$ cat src/rtl/apb_mem_completer_if.sv
// rtl/apb_mem_completer_if.sv - APB4 signal bundle between requester and memory completer
interface apb_mem_completer_if #(
    parameter int unsigned ADDR_WIDTH = 32,
    parameter int unsigned DATA_WIDTH = 32,
    parameter int unsigned STRB_WIDTH = DATA_WIDTH / 8
);
    logic                  psel;
    logic                  penable;
    logic                  pwrite;
    logic [ADDR_WIDTH-1:0] paddr;
    logic [DATA_WIDTH-1:0] pwdata;
    logic [STRB_WIDTH-1:0] pstrb;
    logic [2:0]            pprot;
    logic [DATA_WIDTH-1:0] prdata;
    logic                  pready;
    logic                  pslverr;

    modport master (
        output psel, penable, pwrite, paddr, pwdata, pstrb, pprot,
        input  prdata, pready, pslverr
    );

    modport slave (
        input  psel, penable, pwrite, paddr, pwdata, pstrb, pprot,
        output prdata, pready, pslverr
    );
endinterface

$ cat src/rtl/apb_mem_completer.sv
// rtl/apb_mem_completer.sv - APB4 word-addressed register memory with wait states, strobes and PSLVERR
module apb_mem_completer #(
    parameter int unsigned           ADDR_WIDTH  = 32,
    parameter int unsigned           DATA_WIDTH  = 32,
    parameter int unsigned           STRB_WIDTH  = DATA_WIDTH / 8,
    parameter int unsigned           DEPTH       = 16,
    parameter logic [ADDR_WIDTH-1:0] BASE_ADDR   = '0,
    parameter int unsigned           WAIT_STATES = 1
) (
    input logic                pclk,
    input logic                preset,
    apb_mem_completer_if.slave bus
);
    localparam int unsigned LSB   = (STRB_WIDTH > 1) ? $clog2(STRB_WIDTH) : 0;
    localparam int unsigned IDX_W = (DEPTH > 1) ? $clog2(DEPTH) : 1;
    localparam logic [ADDR_WIDTH:0]   LIMIT      = {1'b0, BASE_ADDR} + (ADDR_WIDTH + 1)'(DEPTH * STRB_WIDTH);
    localparam logic [ADDR_WIDTH-1:0] ALIGN_MASK = ADDR_WIDTH'(STRB_WIDTH - 1);

    // The setup phase is recognised while IDLE; the edge closing it captures
    // the address/control and lands in ACCESS with the wait count loaded.
    typedef enum logic [0:0] {
        IDLE   = 1'b0,
        ACCESS = 1'b1
    } state_t;

    state_t               state_q, state_d;
    logic [3:0]           wait_q, wait_d;
    logic                 capture;
    logic                 write_q;
    logic                 err_q;
    logic [IDX_W-1:0]     idx_q;
    logic [DATA_WIDTH-1:0] mem [DEPTH];

    logic [ADDR_WIDTH-1:0] offset;
    logic                  dec_err;
    logic [IDX_W-1:0]      dec_idx;
    logic                  complete;
    logic                  unused_bits;

    assign offset  = bus.paddr - BASE_ADDR;
    assign dec_err = ({1'b0, bus.paddr} < {1'b0, BASE_ADDR})
                   | ({1'b0, bus.paddr} >= LIMIT)
                   | (|(bus.paddr & ALIGN_MASK));
    assign dec_idx = IDX_W'(offset >> LSB);
    assign unused_bits = ^{bus.pprot, offset};

    assign complete = (state_q == ACCESS) && (wait_q == 4'd0) && bus.psel;

    always_comb begin
        state_d = state_q;
        wait_d  = wait_q;
        capture = 1'b0;
        case (state_q)
            IDLE: begin
                if (bus.psel && !bus.penable) begin
                    state_d = ACCESS;
                    wait_d  = 4'(WAIT_STATES);
                    capture = 1'b1;
                end
            end
            ACCESS: begin
                if (!bus.psel) begin
                    state_d = IDLE;
                end else if (wait_q != 4'd0) begin
                    wait_d = wait_q - 4'd1;
                end else begin
                    state_d = IDLE;
                end
            end
            default: state_d = IDLE;
        endcase
    end

    assign bus.pready  = complete;
    assign bus.pslverr = complete && err_q;
    assign bus.prdata  = (complete && !write_q && !err_q) ? mem[idx_q] : '0;

    always_ff @(posedge pclk) begin
        if (preset) begin
            state_q <= IDLE;
            wait_q  <= 4'd0;
            write_q <= 1'b0;
            err_q   <= 1'b0;
            idx_q   <= '0;
            for (int w = 0; w < DEPTH; w++) begin
                mem[w] <= '0;
            end
        end else begin
            state_q <= state_d;
            wait_q  <= wait_d;
            if (capture) begin
                write_q <= bus.pwrite;
                err_q   <= dec_err;
                idx_q   <= dec_idx;
            end
            if (complete && write_q && !err_q) begin
                for (int b = 0; b < STRB_WIDTH; b++) begin
                    if (bus.pstrb[b]) begin
                        mem[idx_q][b*8 +: 8] <= bus.pwdata[b*8 +: 8];
                    end
                end
            end
        end
    end
endmodule

$ cat src/flat_wrapper.sv
// flat-port wrapper written by rule: the top's interface ports become plain ports
module apb_mem_completer_flat 
#(
    parameter int unsigned           ADDR_WIDTH  = 32,
    parameter int unsigned           DATA_WIDTH  = 32,
    parameter int unsigned           STRB_WIDTH  = DATA_WIDTH / 8,
    parameter int unsigned           DEPTH       = 16,
    parameter logic [ADDR_WIDTH-1:0] BASE_ADDR   = '0,
    parameter int unsigned           WAIT_STATES = 1
)
  (pclk, preset, bus_psel, bus_penable, bus_pwrite, bus_paddr, bus_pwdata, bus_pstrb, bus_pprot, bus_prdata, bus_pready, bus_pslverr);
  apb_mem_completer_if #(.ADDR_WIDTH(ADDR_WIDTH), .DATA_WIDTH(DATA_WIDTH), .STRB_WIDTH(STRB_WIDTH)) bus_i ();
  input logic pclk;
  input logic preset;
  input wire logic [$bits(bus_i.psel)-1:0] bus_psel;
  input wire logic [$bits(bus_i.penable)-1:0] bus_penable;
  input wire logic [$bits(bus_i.pwrite)-1:0] bus_pwrite;
  input wire logic [$bits(bus_i.paddr)-1:0] bus_paddr;
  input wire logic [$bits(bus_i.pwdata)-1:0] bus_pwdata;
  input wire logic [$bits(bus_i.pstrb)-1:0] bus_pstrb;
  input wire logic [$bits(bus_i.pprot)-1:0] bus_pprot;
  output wire logic [$bits(bus_i.prdata)-1:0] bus_prdata;
  output wire logic [$bits(bus_i.pready)-1:0] bus_pready;
  output wire logic [$bits(bus_i.pslverr)-1:0] bus_pslverr;
  assign bus_i.psel = bus_psel;
  assign bus_i.penable = bus_penable;
  assign bus_i.pwrite = bus_pwrite;
  assign bus_i.paddr = bus_paddr;
  assign bus_i.pwdata = bus_pwdata;
  assign bus_i.pstrb = bus_pstrb;
  assign bus_i.pprot = bus_pprot;
  assign bus_prdata = bus_i.prdata;
  assign bus_pready = bus_i.pready;
  assign bus_pslverr = bus_i.pslverr;
  apb_mem_completer #(.ADDR_WIDTH(ADDR_WIDTH), .DATA_WIDTH(DATA_WIDTH), .STRB_WIDTH(STRB_WIDTH), .DEPTH(DEPTH), .BASE_ADDR(BASE_ADDR), .WAIT_STATES(WAIT_STATES)) u_core (.pclk(pclk), .preset(preset), .bus(bus_i));
endmodule
$ cat config.mk
export PLATFORM = sky130hd
export DESIGN_NAME = apb_mem_completer_flat
export DESIGN_NICKNAME = d
export VERILOG_FILES = /design/src/rtl/apb_mem_completer_if.sv /design/src/rtl/apb_mem_completer.sv /design/src/flat_wrapper.sv
export SDC_FILE = /design/constraint.sdc
export NUM_CORES = 1
export LEC_CHECK = 0
export ABC_CLOCK_PERIOD_IN_PS = 2600
export BUFFER_PORTS_ARGS = -buffer_cell sky130_fd_sc_hd__buf_2
export CORE_MARGIN = 3
export CORE_UTILIZATION = 55
export CTS_CLUSTER_SIZE = 40
export DETAILED_ROUTE_END_ITERATION = 8
export GPL_ROUTABILITY_DRIVEN = 0
export PLACE_DENSITY = 0.73
export SLEW_MARGIN = 15
export SYNTH_ARGS = -nofsm -noshare
export SYNTH_HDL_FRONTEND = slang
export SYNTH_SLANG_ARGS = --single-unit
$ cat constraint.sdc
create_clock -name pclk -period 2.6 [get_ports pclk]
set_clock_uncertainty 0.15 [all_clocks]
set_input_delay 0.39 -clock pclk [delete_from_list [all_inputs] [get_ports pclk]]
set_output_delay 0.39 -clock pclk [all_outputs]
set_load 0.02 [all_outputs]
==> results of run 1 <==
-- critical path: stages, from the launching register on --
cell and delay [ns]:
dfxtp_1 0.32, inv_2 0.07, ha_4 0.13, or3b_4 0.40
buf_8 0.16, nor4b_4 0.31, buf_6 0.23, buf_12 0.14
a22oi_1 0.08, o21ai_1 0.10, buf_4 0.17
-- cell type report --
cell class              instances  area (µm²)  share of cell area [%]
flip-flops and latches        527       15700                    55.1
multi-input cells             946        8140                    28.6
repair buffers                244        2120                    7.44
clock buffers                  68        1510                    5.29
well taps                     577         722                    2.54
clock inverters                34         295                    1.04
inverters                       3        11.3                  0.0395
-- state kept, by name, summed over array words and instances, names as in the netlist, named ones only --
register and count:
u_core.wait_q 4, u_core.mem 512, u_core.write_q 1, u_core.idx_q 4, u_core.state_q 1, u_core.err_q 1
-- cells by family after synthesis --
family | Yosys count | synth area share (%)
XOR/XNOR | 2 | 0.0729
adder cells (fa/ha/maj) | 1 | 0.0521
flip-flops | 527 | 65.2
multiplexers | 137 | 12.4
AND/OR/NAND/NOR | 740 | 18.6
AO/OA/AOI/OAI | 66 | 2.02
buffers and inverters | 89 | 1.61
-- power groups by stage --
stage               Sequential [mW]  Combinational (mW)  Clock [mW]
floorplan                      9.78               0.616           0
global placement               9.81                1.01           0
detailed placement             9.83                1.03           0
CTS                            9.66                1.06        7.91
global route                   9.68                1.14        8.27
finish                         9.66                1.07        7.83
-- what timing repair did --
action	4_1_cts	5_1_grt
cloned	2	3
hold buffers	4	0
endpoints found under the setup margin	33	129
endpoints found under the hold margin	7	0
gates resized for setup	81	36
pin swaps	13	10
buffers inserted	3	3
-- metal layers --
layer / up-vias / track usage (%)
met5: - / 0
met4: 0 / 8.59
met3: 133 / 3.74
met2: 594 / 41.5
met1: 7135 / 35.0
li1: 6223 / -
-- how the worst max path moves through the flow --
stage               depth (start not counted)  slack [ns]        endpoint        startpoint
floorplan                                   8        0.17   bus_prdata[7]  u_core.wait_q[0]
global placement                            9       -0.04   bus_prdata[3]  u_core.wait_q[1]
detailed placement                          9       -0.07  bus_prdata[28]  u_core.wait_q[1]
CTS                                        10       -0.61  bus_prdata[28]  u_core.wait_q[1]
global route                               10       -0.69   bus_prdata[3]  u_core.wait_q[1]
finish                                     10       -0.64   bus_prdata[3]  u_core.wait_q[0]
-- synthesized netlist by cell type, drive strengths merged, types with 2 or more instances --
master	instances	area, µm²
buf	32	174
or2	64	400
and2	513	3210
mux4	128	2880
nand2	42	158
nand3	6	30.0
nor2b	5	31.3
nand4	8	50.1
nor4	9	77.6
clkbuf	54	203
nor2	79	397
nor3b	2	20.0
edfxtp	512	15400
dfxtp	15	300
nor3	6	41.3
or3	2	12.5
a22oi	59	443
mux2i	8	80.1
inv	3	11.3
o21ai	4	20.0
-- per-stage QoR --
step	util, %	power [mW]	setup WS, ns
floorplan	-	10.4	0.173
global placement	61.4	10.8	-0.0425
detailed placement	61.4	10.9	-0.0671
CTS	66.5	18.6	-0.613
global route	67.0	19.1	-0.687
finish	67.0	18.6	-0.640
==> impl_metrics.json, run 1 <==
{
  "grt_pass1_wl_um": 87500,
  "hold_start": "bus_penable",
  "fin_crit_ns": 3.24,
  "dpl_cell_area_um2": 26100,
  "hold_violations": 0,
  "wire_per_inst_um": 24.5,
  "overflow": 0,
  "dieHeight_um": 215,
  "critPathLaunchType": "flip-flop",
  "vdd_drop_max_mv": 0.585,
  "layout_worst_path_cycle_share_pct": 125,
  "finalWorstSetupSlack_ns": -0.640,
  "rows": 75,
  "grt_max_degree": 76,
  "timing.fmax_mhz": 309,
  "clockBufferDepth": 3,
  "rsz0062_at_grt": "yes",
  "slew_violations": 0,
  "syn_inst": 1562,
  "antenna_found_initial": 0,
  "worst_hold_slack_ns": 0.0253,
  "port_buffers": 106,
  "status": "complete, but fails checks",
  "cts_root_buf": "clkbuf_16",
  "place_inst": 2283,
  "min_to": "u_core.write_q",
  "synth_edf_count": 512,
  "cp.arrival_ns": 2.70,
  "syn_avg_cell_area_um2": 15.4,
  "grt_usage_pct": 25.2,
  "num_io_pins": 110,
  "r2r_start": "u_core.wait_q[0]",
  "clk_latency_ns": 0.59,
  "violations": "negative setup slack",
  "setup.worst_path.class": "flip-flop to output pin",
  "vias_per_cell": 5.87,
  "core_um2": 42500,
  "slew_headroom_pct": 46.8,
  "finalSetupViolCount": 32,
  "p_sw_mw": 3.96,
  "top_layer_used": "met4",
  "worst_pin_slew_ns": 0.798,
  "nets": 1853,
  "met1_length_um": 23100,
  "regToRegEndpoint": "u_core.mem[1][6]",
  "drv_cap": 0,
  "power_leakage_nw": 10.5,
  "synth-seq-cells": 527,
  "h-tree-depth": 2,
  "mostFrequentLayoutCells": "512 x and2_1, 512 x edfxtp_1, 128 x mux4_2, 108 x buf_4, 74 x buf_2",
  "numCtsBuffers": 54,
  "drive_above_1_share_pct": 31.4,
  "critPathMaxFanout": 5,
  "drc": 0,
  "synth-warning-count": 0,
  "vias": 14100,
  "clkPwrFrac_pct": 42.2,
  "synthToLayoutAreaGrowth_pct": 18.5,
  "synthFlopType": "edfxtp_1",
  "setup_tns_ns": -18.56,
  "netlist_area_um2": 24000,
  "hpwl_um": 37600,
  "start_util_pct": 56.5,
  "dieWidth_um": 215,
  "intPower_mw": 14.6,
  "hold_class": "input port to flip-flop",
  "tritoncts": "yes",
  "p_per_area_nw_per_um2": 652,
  "whs_path_depth": 4,
  "r2r_setup_slack_ns": 0.14,
  "reg2reg_depth": 8,
  "netSwitchingFraction_pct": 21.3,
  "wl_met3_um": 4730,
  "ys_types": 40,
  "drt_iter0_drc": 1249,
  "grt_pass1_vias": 14600,
  "ant_nets": 0,
  "async_flop_share_pct": 0,
  "instances_no_fill": 2399,
  "combPwrFrac_pct": 5.8,
  "clkTransAtPathRegs_ns": 0.06,
  "met2_wirelength_um": 28900,
  "routed_wl_um": 58700,
  "antennaDiodeCount": 0,
  "firstDrtPassIters": 6,
  "clock_sinks": 527,
  "end_kind": "output pin",
  "required_ns": 2.06,
  "stdcell_area_um2": 28500,
  "seqPwrFrac_pct": 52.0,
  "die_area_um2": 46200,
  "n_fill_cell": 2925,
  "yosysSeqAreaShare_pct": 65.2,
  "synth_nets": 1639
}
Note: power is estimated with default switching activity, not from simulation.
==> run 2, diff against run 1 <==
CORE_MARGIN = 1   (was 3)
==> run 2 against run 1 <==
Compared with the run above: the run still ends with negative setup slack left; hold slack got worse by 0.012 ns; global-route usage rose by 1.5 points; sequential power barely moved; power fell by 4.9%; critical path type unchanged; largest cell class unchanged; largest power group unchanged; highest routed layer unchanged.
==> impl_metrics.json, run 2 (synthesis gave the netlist of run 1 again) <==
{
  "start_util_pct": 55.8,
  "overflow": 0,
  "clkTransAtPathRegs_ns": 0.06,
  "whs_path_depth": 5,
  "clockBufferDepth": 3,
  "dieHeight_um": 211,
  "setup.worst_path.class": "flip-flop to output pin",
  "hold_start": "bus_paddr[26]",
  "synthToLayoutAreaGrowth_pct": 18.7,
  "routed_wl_um": 57700,
  "drive_above_1_share_pct": 32.3,
  "dpl_cell_area_um2": 26100,
  "status": "complete, but fails checks",
  "setup_tns_ns": -14.10,
  "largest_reg_flops": 512,
  "stdcell_area_um2": 28500,
  "end_kind": "output pin",
  "reg2reg_depth": 20,
  "r2r_start": "u_core.wait_q[1]",
  "firstDrtPassIters": 5,
  "nets": 1867,
  "drc": 0,
  "top_regs": "u_core.mem (512), u_core.idx_q (4), u_core.wait_q (4)",
  "hpwl_um": 37700,
  "cts_root_buf": "clkbuf_16",
  "dieWidth_um": 211,
  "h-tree-depth": 2,
  "hold_violations": 0,
  "vdd_drop_max_mv": 0.563,
  "required_ns": 2.06,
  "layout_worst_path_cycle_share_pct": 118,
  "grt_max_degree": 76,
  "vias_per_cell": 5.80,
  "worst_hold_slack_ns": 0.0131,
  "rows": 76,
  "grt_usage_pct": 26.6,
  "grt_pass1_vias": 14500,
  "r2r_setup_slack_ns": -0.41,
  "slew_violations": 0,
  "numCtsBuffers": 52,
  "regToRegEndpoint": "u_core.wait_q[1]",
  "die_area_um2": 44500,
  "ant_nets": 0,
  "worst_pin_slew_ns": 0.784,
  "num_io_pins": 110,
  "mostFrequentLayoutCells": "512 x and2_1, 512 x edfxtp_1, 128 x mux4_2, 114 x buf_4, 73 x buf_2",
  "drv_cap": 0,
  "wire_per_inst_um": 23.9,
  "violations": "negative setup slack",
  "min_to": "u_core.err_q",
  "slew_headroom_pct": 47.7,
  "hold_class": "input port to flip-flop",
  "clock_sinks": 527,
  "largest_register": "u_core.mem",
  "p_per_area_nw_per_um2": 619,
  "cp.arrival_ns": 2.53,
  "tritoncts": "yes",
  "fin_crit_ns": 3.07,
  "drt_iter0_drc": 1122,
  "critPathMaxFanout": 13,
  "finalSetupViolCount": 33,
  "core_um2": 43100,
  "port_buffers": 106,
  "clk_latency_ns": 0.58,
  "power_leakage_nw": 10.5,
  "timing.fmax_mhz": 325,
  "grt_pass1_wl_um": 87000,
  "antenna_found_initial": 1,
  "rsz0062_at_grt": "yes",
  "vias": 14000,
  "critPathLaunchType": "flip-flop",
  "finalWorstSetupSlack_ns": -0.475
}
[run 2: cell types whose count changed in the layout (fill, tap and decap cells not counted), sizes merged]
cell         previous run  this run
diode                   0         1
clkinv                 24        27
bufbuf                  0         1
inv                     4         3
clkbuf                 71        64
buf                   237       256
clkinvlp                4         3
dlygate4sd3             4         3
bufinv                  5         1
[run 2: final cells by class]
class | count | area [µm²]
diodes | 1 | 2.50
clock buffers | 64 | 1370
clock inverters | 31 | 169
fillers | 2964 | 14600
inverters | 3 | 11.3
multi-input cells | 946 | 8220
flip-flops and latches | 527 | 15700
well taps | 585 | 732
repair buffers | 260 | 2330
[run 2: critical path, stage by stage, from the launching register on]
cell and delay (ns):
dfxtp_2 0.33, inv_2 0.08, ha_4 0.13, or3b_4 0.42, buf_6 0.15, nor4_4 0.17, buf_4 0.18, buf_12 0.15
a22oi_1 0.11, nand2_1 0.11, buf_6 0.12
[run 2: report_power, final]
group	switching, mW	internal, mW	leakage [nW]
combinational	0.637	0.460	4.29
sequential	0.0932	9.56	5.42
clock	3.09	3.81	0.744
[run 2: per-stage QoR]
stage	utilization [%]	setup WS (ns)	power, mW	cells
3_5_place_dp	60.6	-0.114	10.9	2287
6_report	66.2	-0.475	17.7	2417
5_1_grt	66.2	-0.544	18.1	2416
2_1_floorplan	-	0.173	10.4	1562
4_1_cts	65.9	-0.474	17.7	2417
3_3_place_gp	60.6	-0.0558	10.8	2287
[run 2: repair_timing]
action	in CTS	in global routing
pin swaps	20	16
cloned	3	0
resized for setup	109	38
hold buffers	3	0
hold endpoints to repair	5	0
endpoints found under the setup margin	34	107
buffers inserted	31	0
[run 2: worst max path at each step]
| stage | start | endpoint | cells after the start | slack (ns) |
|---|---|---|---|---|
| after CTS | u_core.wait_q[1] | bus_prdata[29] | 10 | -0.47 |
| final | u_core.wait_q[1] | bus_prdata[18] | 10 | -0.47 |
| after detailed placement | u_core.wait_q[1] | bus_prdata[13] | 9 | -0.11 |
| after floorplan | u_core.wait_q[0] | bus_prdata[7] | 8 | 0.17 |
| after global placement | u_core.wait_q[1] | bus_prdata[1] | 9 | -0.06 |
| after global routing | u_core.wait_q[1] | bus_prdata[16] | 10 | -0.54 |
[run 2: per-layer routing]
layer	GRT usage (%)	part of all wire [%]
met4	7.50	2.0
met5	0	0
met2	44.9	51
met3	3.82	6.4
met1	36.5	40
